File: config.mk
export PLATFORM = sky130hd
export DESIGN_NAME = twofish_seq_ctrl
export DESIGN_NICKNAME = d
export VERILOG_FILES = /design/src/rtl/twofish_pkg.sv /design/src/rtl/twofish_watchdog.sv /design/src/rtl/twofish_seq_ctrl.sv
export SDC_FILE = /design/constraint.sdc
export NUM_CORES = 1
export LEC_CHECK = 0
export BUFFER_PORTS_ARGS = -buffer_cell sky130_fd_sc_hd__buf_2
export CAP_MARGIN = 0
export CORE_AREA = 4 4 314 316
export DETAILED_ROUTE_END_ITERATION = 7
export DIE_AREA = 0 0 318 320
export GPL_ROUTABILITY_DRIVEN = 0
export PLACE_DENSITY = 0.47
export SETUP_SLACK_MARGIN = 0.15
export SKIP_LAST_GASP = 1
export SLEW_MARGIN = 20
export SYNTH_ARGS = -nofsm -noshare
export SYNTH_HDL_FRONTEND = slang
export SYNTH_SLANG_ARGS = --single-unit
File: constraint.sdc
create_clock -name clk -period 4.9 [get_ports clk]
set_input_delay 0.245 -clock clk [delete_from_list [all_inputs] [get_ports clk]]
set_output_delay 0.245 -clock clk [all_outputs]
set_load 0.01 [all_outputs]
File: src/rtl/twofish_pkg.sv
// ---------------------------------------------------------------------------
// twofish_pkg
//   Shared constants for the Twofish sequencing controller: data widths,
//   controller state encodings and host_status bit positions.
// ---------------------------------------------------------------------------
package twofish_pkg;

    localparam int WORD_W = 32;
    localparam int BLK_W  = 128;

    typedef logic [2:0] state_t;

    localparam state_t ST_IDLE      = 3'd0;
    localparam state_t ST_KEY_LOAD  = 3'd1;
    localparam state_t ST_KEY_WAIT  = 3'd2;
    localparam state_t ST_BLK_START = 3'd3;
    localparam state_t ST_BLK_WAIT  = 3'd4;
    localparam state_t ST_RECOVER   = 3'd5;

    // host_status bit positions
    localparam int STATUS_DONE      = 2;
    localparam int STATUS_OVERRUN   = 3;
    localparam int STATUS_TIMEOUT   = 4;
    localparam int STATUS_KEY_VALID = 5;
    localparam int STATUS_TAG_LSB   = 8;

endpackage

File: src/rtl/twofish_watchdog.sv
// ---------------------------------------------------------------------------
// twofish_watchdog
//   Saturating busy-phase timer for the sequencing controller.
//   Ports:
//     clk, reset  - system clock, synchronous active-high reset
//     i_clear     - zero the counter (asserted on the cycle before a wait phase)
//     i_enable    - count this cycle (asserted in every wait-phase cycle)
//     o_expired   - this enabled cycle brings the count to TIMEOUT_CYCLES
// ---------------------------------------------------------------------------
module twofish_watchdog #(
    parameter int unsigned TIMEOUT_CYCLES = 4096
) (
    input  logic clk,
    input  logic reset,
    input  logic i_clear,
    input  logic i_enable,
    output logic o_expired
);

    localparam int unsigned CNT_W = $clog2(TIMEOUT_CYCLES + 1);
    localparam logic [CNT_W-1:0] LIMIT = CNT_W'(TIMEOUT_CYCLES);

    logic [CNT_W-1:0] r_cnt;

    always_ff @(posedge clk) begin
        if (reset || i_clear) begin
            r_cnt <= '0;
        end else if (i_enable && (r_cnt != LIMIT)) begin
            r_cnt <= r_cnt + 1'b1;
        end
    end

    // Fires in the wait cycle whose increment reaches the limit.
    assign o_expired = i_enable && (r_cnt >= (LIMIT - 1'b1));

endmodule

File: src/rtl/twofish_seq_ctrl.sv
// ---------------------------------------------------------------------------
// twofish_seq_ctrl
//   Sequences a Twofish core for a PIO-driven host: start-edge detect, request
//   latching, key schedule only on key change, one block operation, result
//   capture, overrun detection, busy watchdog and core recovery reset.
//   Ports:
//     clk, reset               - system clock, synchronous active-high reset
//     host_key0..3             - key words (key0 = core_key[127:96])
//     host_block0..3           - input block words (block0 = core_din[127:96])
//     host_ende                - 1 encrypt, 0 decrypt
//     host_start               - level; rising edge requests an operation
//     host_abort               - level; forces core recovery
//     host_addr                - request tag echoed in host_status
//     host_out0..3             - last captured result
//     host_busy                - request or recovery in progress
//     host_status              - {16'b0, tag, 2'b0, key_valid, timeout, overrun, done, 2'b0}
//     core_key/din/ende        - latched request towards the core
//     core_key_load/core_start - single-cycle core command pulses
//     core_rst                 - core reset during recovery
//     core_busy, core_dout     - core handshake and result
// ---------------------------------------------------------------------------
module twofish_seq_ctrl
    import twofish_pkg::*;
#(
    parameter int unsigned TIMEOUT_CYCLES  = 4096,
    parameter int unsigned CORE_RST_CYCLES = 4
) (
    input  logic              clk,
    input  logic              reset,
    input  logic [WORD_W-1:0] host_key0,
    input  logic [WORD_W-1:0] host_key1,
    input  logic [WORD_W-1:0] host_key2,
    input  logic [WORD_W-1:0] host_key3,
    input  logic [WORD_W-1:0] host_block0,
    input  logic [WORD_W-1:0] host_block1,
    input  logic [WORD_W-1:0] host_block2,
    input  logic [WORD_W-1:0] host_block3,
    input  logic              host_ende,
    input  logic              host_start,
    input  logic              host_abort,
    input  logic [7:0]        host_addr,
    output logic [WORD_W-1:0] host_out0,
    output logic [WORD_W-1:0] host_out1,
    output logic [WORD_W-1:0] host_out2,
    output logic [WORD_W-1:0] host_out3,
    output logic              host_busy,
    output logic [31:0]       host_status,
    output logic [BLK_W-1:0]  core_key,
    output logic              core_key_load,
    output logic [BLK_W-1:0]  core_din,
    output logic              core_start,
    output logic              core_ende,
    output logic              core_rst,
    input  logic              core_busy,
    input  logic [BLK_W-1:0]  core_dout
);

    localparam int unsigned RST_W = $clog2(CORE_RST_CYCLES + 1);
    localparam logic [RST_W-1:0] RST_LAST = RST_W'(CORE_RST_CYCLES - 1);

    state_t             r_state;
    state_t             w_state_d;
    logic               r_start_q;
    logic [BLK_W-1:0]   r_key;
    logic [BLK_W-1:0]   r_key_cache;
    logic [BLK_W-1:0]   r_blk;
    logic               r_ende;
    logic [7:0]         r_tag;
    logic               r_key_valid;
    logic [BLK_W-1:0]   r_out;
    logic               r_done;
    logic               r_overrun;
    logic               r_timeout;
    logic               r_wait_first;
    logic [RST_W-1:0]   r_rst_cnt;

    logic               w_edge;
    logic               w_accept;
    logic [BLK_W-1:0]   w_key_in;
    logic               w_key_hit;
    logic               w_in_wait;
    logic               w_wait_done;
    logic               w_expired;
    logic               w_timeout;

    assign w_edge      = host_start & ~r_start_q;
    assign w_key_in    = {host_key0, host_key1, host_key2, host_key3};
    assign w_key_hit   = r_key_valid && (w_key_in == r_key_cache);
    assign w_in_wait   = (r_state == ST_KEY_WAIT) || (r_state == ST_BLK_WAIT);
    // First wait cycle ignores core_busy: the core has not yet raised it.
    assign w_wait_done = w_in_wait && !r_wait_first && !core_busy;
    assign w_timeout   = w_expired && !w_wait_done && !host_abort;
    assign w_accept    = (r_state == ST_IDLE) && w_edge && !host_abort;

    twofish_watchdog #(
        .TIMEOUT_CYCLES(TIMEOUT_CYCLES)
    ) u_watchdog (
        .clk      (clk),
        .reset    (reset),
        .i_clear  ((r_state == ST_KEY_LOAD) || (r_state == ST_BLK_START)),
        .i_enable (w_in_wait),
        .o_expired(w_expired)
    );

    always_comb begin
        w_state_d = r_state;
        case (r_state)
            ST_IDLE: begin
                if (w_edge) w_state_d = w_key_hit ? ST_BLK_START : ST_KEY_LOAD;
            end
            ST_KEY_LOAD:  w_state_d = ST_KEY_WAIT;
            ST_KEY_WAIT: begin
                if (w_wait_done)    w_state_d = ST_BLK_START;
                else if (w_expired) w_state_d = ST_RECOVER;
            end
            ST_BLK_START: w_state_d = ST_BLK_WAIT;
            ST_BLK_WAIT: begin
                if (w_wait_done)    w_state_d = ST_IDLE;
                else if (w_expired) w_state_d = ST_RECOVER;
            end
            ST_RECOVER: begin
                if (r_rst_cnt == RST_LAST) w_state_d = ST_IDLE;
            end
            default: w_state_d = ST_IDLE;
        endcase
        // Abort overrides every transition, including a same-cycle start.
        if (host_abort) w_state_d = ST_RECOVER;
    end

    always_ff @(posedge clk) begin
        if (reset) begin
            r_state      <= ST_IDLE;
            r_start_q    <= 1'b0;
            r_key        <= '0;
            r_key_cache  <= '0;
            r_blk        <= '0;
            r_ende       <= 1'b0;
            r_tag        <= '0;
            r_key_valid  <= 1'b0;
            r_out        <= '0;
            r_done       <= 1'b0;
            r_overrun    <= 1'b0;
            r_timeout    <= 1'b0;
            r_wait_first <= 1'b0;
            r_rst_cnt    <= '0;
        end else begin
            r_state      <= w_state_d;
            r_start_q    <= host_start;
            r_wait_first <= (r_state == ST_KEY_LOAD) || (r_state == ST_BLK_START);

            if (w_accept) begin
                r_key     <= w_key_in;
                r_blk     <= {host_block0, host_block1, host_block2, host_block3};
                r_ende    <= host_ende;
                r_tag     <= host_addr;
                r_done    <= 1'b0;
                r_overrun <= 1'b0;
                r_timeout <= 1'b0;
            end else if (w_edge && (r_state != ST_IDLE)) begin
                r_overrun <= 1'b1;
            end

            if (r_state == ST_KEY_LOAD) r_key_cache <= r_key;

            if (w_state_d == ST_RECOVER) begin
                r_key_valid <= 1'b0;
            end else if ((r_state == ST_KEY_WAIT) && w_wait_done) begin
                r_key_valid <= 1'b1;
            end

            if ((r_state == ST_BLK_WAIT) && (w_state_d == ST_IDLE)) begin
                r_out  <= core_dout;
                r_done <= 1'b1;
            end

            if (w_timeout) r_timeout <= 1'b1;

            // Restarts while abort is held, so recovery lasts past its release.
            if (host_abort || (r_state != ST_RECOVER)) r_rst_cnt <= '0;
            else                                      r_rst_cnt <= r_rst_cnt + 1'b1;
        end
    end

    assign host_out0     = r_out[127:96];
    assign host_out1     = r_out[95:64];
    assign host_out2     = r_out[63:32];
    assign host_out3     = r_out[31:0];
    assign host_busy     = (r_state != ST_IDLE);
    assign host_status   = {16'b0, r_tag, 2'b0, r_key_valid, r_timeout, r_overrun, r_done, 2'b0};
    assign core_key      = r_key;
    assign core_din      = r_blk;
    assign core_ende     = r_ende;
    assign core_key_load = (r_state == ST_KEY_LOAD);
    assign core_start    = (r_state == ST_BLK_START);
    assign core_rst      = (r_state == ST_RECOVER);

endmodule
## Word-level counts from Yosys, hierarchy flattened

Cells that the tools add are included.

| storage, ports and cells | value |
|---|---|
| input port bits | 398 |
| register bits after elaboration | 546 |

| cells by class | value |
|---|---|
| magnitude comparators | 1 |
| mux-type cells | 11 |
| reductions and logical operators | 28 |
| bitwise operators | 2 |
| add/subtract/negate cells | 2 |
| equal/unequal tests | 10 |

Operators by type and width:

| operator | count |
|---|---|
| 128-bit equality test | 1 |
| 3-bit two-way mux | 6 |
| 3-bit one-hot mux with 6 select lines | 1 |
| 13-bit by 1-bit adder with 13-bit output (second input constant) | 1 |
| 13-bit by 12-bit >= comparator with 1-bit output (second input constant) | 1 |
| 13-bit inequality test (second input constant) | 1 |
| 1-bit logical AND | 12 |
| 3-bit by 2-bit equality test with 1-bit output (second input constant) | 3 |
| 3-bit equality test (second input constant) | 3 |
| 3-bit logical NOT | 2 |
| 2-bit OR reduction | 3 |
| 1-bit logical NOT | 4 |
| 1-bit logical OR | 4 |
| 2-bit nonzero test | 2 |
| 3-bit by 1-bit adder with 3-bit output (second input constant) | 1 |
| 3-bit by 1-bit equality test with 1-bit output (second input constant) | 1 |
| 1-bit two-way mux | 3 |
| 3-bit inequality test (second input constant) | 1 |
| 3-bit nonzero test | 1 |
| 2-bit two-way mux | 1 |
| 1-bit bitwise AND | 1 |
| 1-bit NOT | 1 |

## Longest topological paths before layout

| logic depth | value |
|---|---|
| depth after elaboration | 10 |
| mapped depth | 9 |
| depth with buffers taken out | 7 |

## Modules after synthesis

Synthesis repeated with hierarchy kept, for this count alone.

| second synthesis, totals | value |
|---|---|
| cell total of the unflattened synthesis | 2622 |
| area total of the unflattened synthesis | 20886.3 µm² |

By module, submodules not included:

| module | instances | cells an instance | area each (µm²) |
|---|---|---|---|
| twofish_seq_ctrl | 1 | 2528 | 20081.8 |
| twofish_watchdog | 1 | 94 | 804.5 |

## Worst setup path after synthesis

OpenSTA, ideal clock, no wires.

| path | value |
|---|---|
| path kind | reg-to-reg |
| start | register u_watchdog.r_cnt[0] |
| end | register r_out[118] |
| path buffers | 2 |
| clock period less this slack | 1.848 ns |
| setup slack | 3.052 ns |
| required time | 4.772 ns |
| arrival time | 1.720 ns |
| stages on the path, launching flop included | 10 |
| cell sequence | dfxtp_1 > ha_1 > a21o_1 > nand3_1 > o21bai_2 > a211oi_4 > buf_6 > buf_8 > mux2i_1 > nor2_1 |

| between the ends | value |
|---|---|
| longest elaborated chain between the ends | 8 |
| elaborated cells between the ends (all ways) | 9 |

RTL lines:

| what | RTL line | RTL |
|---|---|---|
| start: declaration | twofish_watchdog.sv:23 | `logic [CNT_W-1:0] r_cnt;` |
| start signal: assignment | twofish_watchdog.sv:29 | `r_cnt <= r_cnt + 1'b1;` |
| 13-bit by 12-bit >= comparator with 1-bit output * | twofish_watchdog.sv:34 | `assign o_expired = i_enable && (r_cnt >= (LIMIT - 1'b1));` |
| 1-bit logical AND * | twofish_watchdog.sv:34 |  |
| 3-bit two-way mux * | twofish_seq_ctrl.sv:114, twofish_seq_ctrl.sv:119 |  |
| 3-bit two-way mux, on equally long branches | twofish_seq_ctrl.sv:118, twofish_seq_ctrl.sv:113 |  |
| 3-bit one-hot mux with 6 select lines * | twofish_seq_ctrl.sv:107 | `case (r_state)` |
| 3-bit two-way mux * | twofish_seq_ctrl.sv:127 | `if (host_abort) w_state_d = ST_RECOVER;` |
| 3-bit logical NOT * | twofish_seq_ctrl.sv:171 | `if ((r_state == ST_BLK_WAIT) && (w_state_d == ST_IDLE)) begin` |
| 1-bit logical AND * | twofish_seq_ctrl.sv:171 |  |
| end signal: assignment | twofish_seq_ctrl.sv:172 | `r_out <= core_dout;` |
| end: declaration | twofish_seq_ctrl.sv:70 | `logic [BLK_W-1:0] r_out;` |

Mark *: on every way between the ends. The rest lies on a longest branch, timed or not.
A chain may end at the register's enable or synchronous reset.

## Worst setup path after layout

| path | value |
|---|---|
| start | input port host_key0[28] |
| end | register r_state[1] |

| between the ends | value |
|---|---|
| longest elaborated chain between the ends | 6 |

RTL lines:

| what | RTL line | RTL |
|---|---|---|
| start: declaration | twofish_seq_ctrl.sv:30 | `input logic [WORD_W-1:0] host_key0,` |
| 128-bit equality test | twofish_seq_ctrl.sv:88 | `assign w_key_hit = r_key_valid && (w_key_in == r_key_cache);` |
| 1-bit logical AND | twofish_seq_ctrl.sv:88 |  |
| 2-bit two-way mux | twofish_seq_ctrl.sv:109 | `if (w_edge) w_state_d = w_key_hit ? ST_BLK_START : ST_KEY_LOAD;` |
| 3-bit two-way mux | twofish_seq_ctrl.sv:109 |  |
| 3-bit one-hot mux with 6 select lines | twofish_seq_ctrl.sv:107 |  |
| 3-bit two-way mux | twofish_seq_ctrl.sv:127 |  |
| end signal: assignment | twofish_seq_ctrl.sv:147 | `r_state <= w_state_d;` |
| end: declaration | twofish_seq_ctrl.sv:61 | `state_t r_state;` |

No other way between the ends.

==> impl_results.md <==
* Outcome: completed
* Crit path max-delay cell type: o41ai_2
* Vias/cell at 4.26
* # rows at 114
* Final Power at 10900 uW
* DRT iter0 DRCs at 1254
* Die footprint at 0.102 mm2
* Setup slack, reg-to-reg at 1.83 ns
* Worst path required time at 5.45 ns
* Via count at 21258
* Total CTS buffers at 68
* TritonRoute pass-1 iters at 6
* Final WL at 94.7 mm
* Flop pwr share at 42.3%
* CTS H-Tree Depth at 3
* Area Overhead vs Synth at 53.9%
* Final period util at 63.5%
* Nets at 4065
* Pins Over Slew Limit at 0
* Final Hold Vio Count at 0
* Psw at 2780 uW
* Placeable core area at 0.0960 mm2
* Initial antenna violation count at 13
* Clock Skews at 0.0221 ns
* Min Tclk post-route at 3.11 ns
* Post-synth top flop: dfxtp_1
* Dpl cell area at 0.0260 mm2
* Syn. warnings at 0
* Final setup violating endpoints at 0
* CTS tree: done
* Non-Filler Instances at 4994
* Clock slew at reported path FFs at 0.06 ns
* Setup TNS at 0 ns
* Worst slew pin tran at 1.34 ns
* WL/cell at 19.0 um
* Worst Setup Path Type: input port to flip-flop
* CP max FO at 2
* Input/output buffers at 798
* Max Cap Viol at 0
* CP max stage delay at 0.72 ns
* CTS sink count at 546
* Mapped Area at 0.0211 mm2
* Finished Cell Area at 0.0324 mm2
* Register area share after synthesis at 51.9%
* Post-detail-place hpwl at 68.0 mm
* First-pass GRT wire length at 139 mm
* Initial core utilization at 21.9%
* RSZ-0062 raised after global routing: no
* Share of cells above drive strength 1 at 25.0%
* Clock tree buffer depth at 3
* Switching share of power at 25.5%
* Most common cell after layout, fill and taps aside: nand2_1
* Worst-path cell chain: dlygate4sd3_1, buf_2, xnor2_1, nand4_1, nor4_1, nand4_1, o41ai_2, and3_1
* Worst skew pair latency at 0.61 ns
* Clock power frac at 46.6%
* Crit path DAT at 3.65 ns
* Mapped Cells at 2526
* Combinational Power Share at 11.1%
* CTS root buf: clkbuf_16
* Synth Register Bits at 546
* P_leak at 0.0133 uW
* Peak supply drop at 0.241 mV
* Internal power at 8120 uW
* Postcts setup bufs at 0
* Die Y at 320 um
* Worst path most repeated cell: nand4_1
* ANT nets after route at 0
* Remaining DRCs at 0
* Total gr overflow at 0
* Top post-synthesis cells by area: dfxtp_1 52%, nand2_1 14%, a21oi_1 9.6%
* Total Routing Usage GR at 17.8%
* Async set-reset flop share out of synthesis at 0%
* Mapped Avg Cell Area at 8.34 um2
* Vias in the first global route at 21097
* Pin count of the biggest net entering global routing at 215
* Power per Cell Area at 336 mW/mm2
* Most frequent cells in the layout: 799 x nand2_1, 797 x buf_2, 546 x dfxtp_1, 418 x dlygate4sd3_1, 404 x a21oi_1
* Post-CTS resize count at 0
* Dpl cells at 4451
* Min-Delay Path Class: input port to flip-flop
* Die width at 318 um
* Critical path endpoint category: flip-flop
* Synth top area share at 51.9%
* Number of enable flip-flop cells after synthesis at 0
* Ports at 819
* Fmax at 322 MHz
* Yosys cell types at 50
* Slew HR at 10.6%
* CP Launch Type: input port
* Yosys top cell by area: dfxtp_1
==> Yosys cell counts, types with 2 or more instances <==
| cell type | instances |
|---|---|
| xor2_1 | 8 |
| nand2_1 | 799 |
| nand3_1 | 7 |
| a2111o_1 | 15 |
| xnor2_1 | 68 |
| dfxtp_1 | 546 |
| ha_1 | 4 |
| buf_2 | 38 |
| nand4_1 | 23 |
| nand2b_1 | 30 |
| inv_1 | 38 |
| a21oi_1 | 404 |
| o221ai_1 | 2 |
| or3_1 | 4 |
| nor4b_1 | 2 |
| a211oi_1 | 2 |
| and3_1 | 4 |
| clkbuf_1 | 108 |
| o21ai_0 | 4 |
| nor2_1 | 149 |
| mux2i_1 | 129 |
| nor4_1 | 13 |
| nor2b_1 | 50 |
| nor2b_2 | 2 |
| o2111ai_1 | 9 |
| buf_4 | 25 |
| nor3_1 | 3 |
| buf_12 | 11 |
| o22ai_1 | 8 |
==> what timing repair did <==
action / in CTS / in global routing
endpoints found under the setup margin: 0 / 0
hold buffers: 418 / 0
hold endpoints to repair: 405 / 0
==> flip-flops by register name (all words and copies together), names as in the netlist <==
signal            cells
r_overrun             1
r_start_q             1
r_rst_cnt             3
r_state               3
r_out               128
u_watchdog.r_cnt     13
r_key_cache         128
core_din            128
r_key_valid           1
r_timeout             1
core_key            128
core_ende             1
r_done                1
r_wait_first          1
r_tag                 8
==> per-stage QoR <==
step / worst slack, ns / util (%) / hold WS (ns)
2_1_floorplan: 3.05 / - / 0.373
3_3_place_gp: 1.48 / 27.1 / 0.418
3_5_place_dp: 1.63 / 27.1 / 0.412
4_1_cts: 1.70 / 33.8 / 0.331
5_1_grt: 1.78 / 33.8 / 0.384
6_report: 1.79 / 33.8 / 0.406
==> final cells by class <==
cell class,count,area (um2)
clock inverters,14,195
inverters,39,151
clock buffers,107,2040
well taps,1276,1600
fillers,10090,63600
repair buffers,1233,8440
flip-flops and latches,546,10900
diodes,4,10.0
multi-input cells,1775,9060
==> per-layer routing <==
metal | wire, um | vias up | GRT usage [%]
met5 | 46 | - | 0
met4 | 2800 | 8 | 6.14
met1 | 39500 | 9830 | 22.1
met3 | 8530 | 131 | 6.07
met2 | 43900 | 788 | 29.0
li1 | - | 10501 | -
==> cells by family after synthesis <==
| family | Yosys count | synth area share (%) |
|---|---|---|
| AND/OR/NAND/NOR | 1091 | 21.2 |
| flip-flops | 546 | 51.9 |
| adder cells (fa/ha/maj) | 4 | 0.238 |
| other | 1 | 0.0178 |
| buffers and inverters | 224 | 5.60 |
| multiplexers | 129 | 6.13 |
| AO/OA/AOI/OAI | 455 | 11.8 |
| XOR/XNOR | 76 | 3.16 |
==> worst paths after layout <==
path	startpoint	end	cells past startpoint
min	core_dout[103]	r_out[103]	4
max reg2reg	r_key_cache[124]	r_state[1]	6
min reg2reg	r_rst_cnt[0]	r_rst_cnt[0]	1
max	host_key0[28]	r_state[1]	8
==> critical path: cells and delay by family <==
kind / cells / cell delay, ns
simple gates: 4 / 1.32
compound gates: 1 / 0.72
buf+inv: 2 / 0.69
xor+xnor: 1 / 0.66
==> power groups by stage <==
stage | Clock [uW] | Combinational, uW | Sequential [uW]
3_3_place_gp | 0 | 943 | 4700
6_report | 5080 | 1210 | 4610
3_5_place_dp | 0 | 943 | 4710
5_1_grt | 5430 | 1310 | 4620
2_1_floorplan | 0 | 412 | 4740
4_1_cts | 5260 | 1220 | 4610
(Power assumes the default switching activity.)
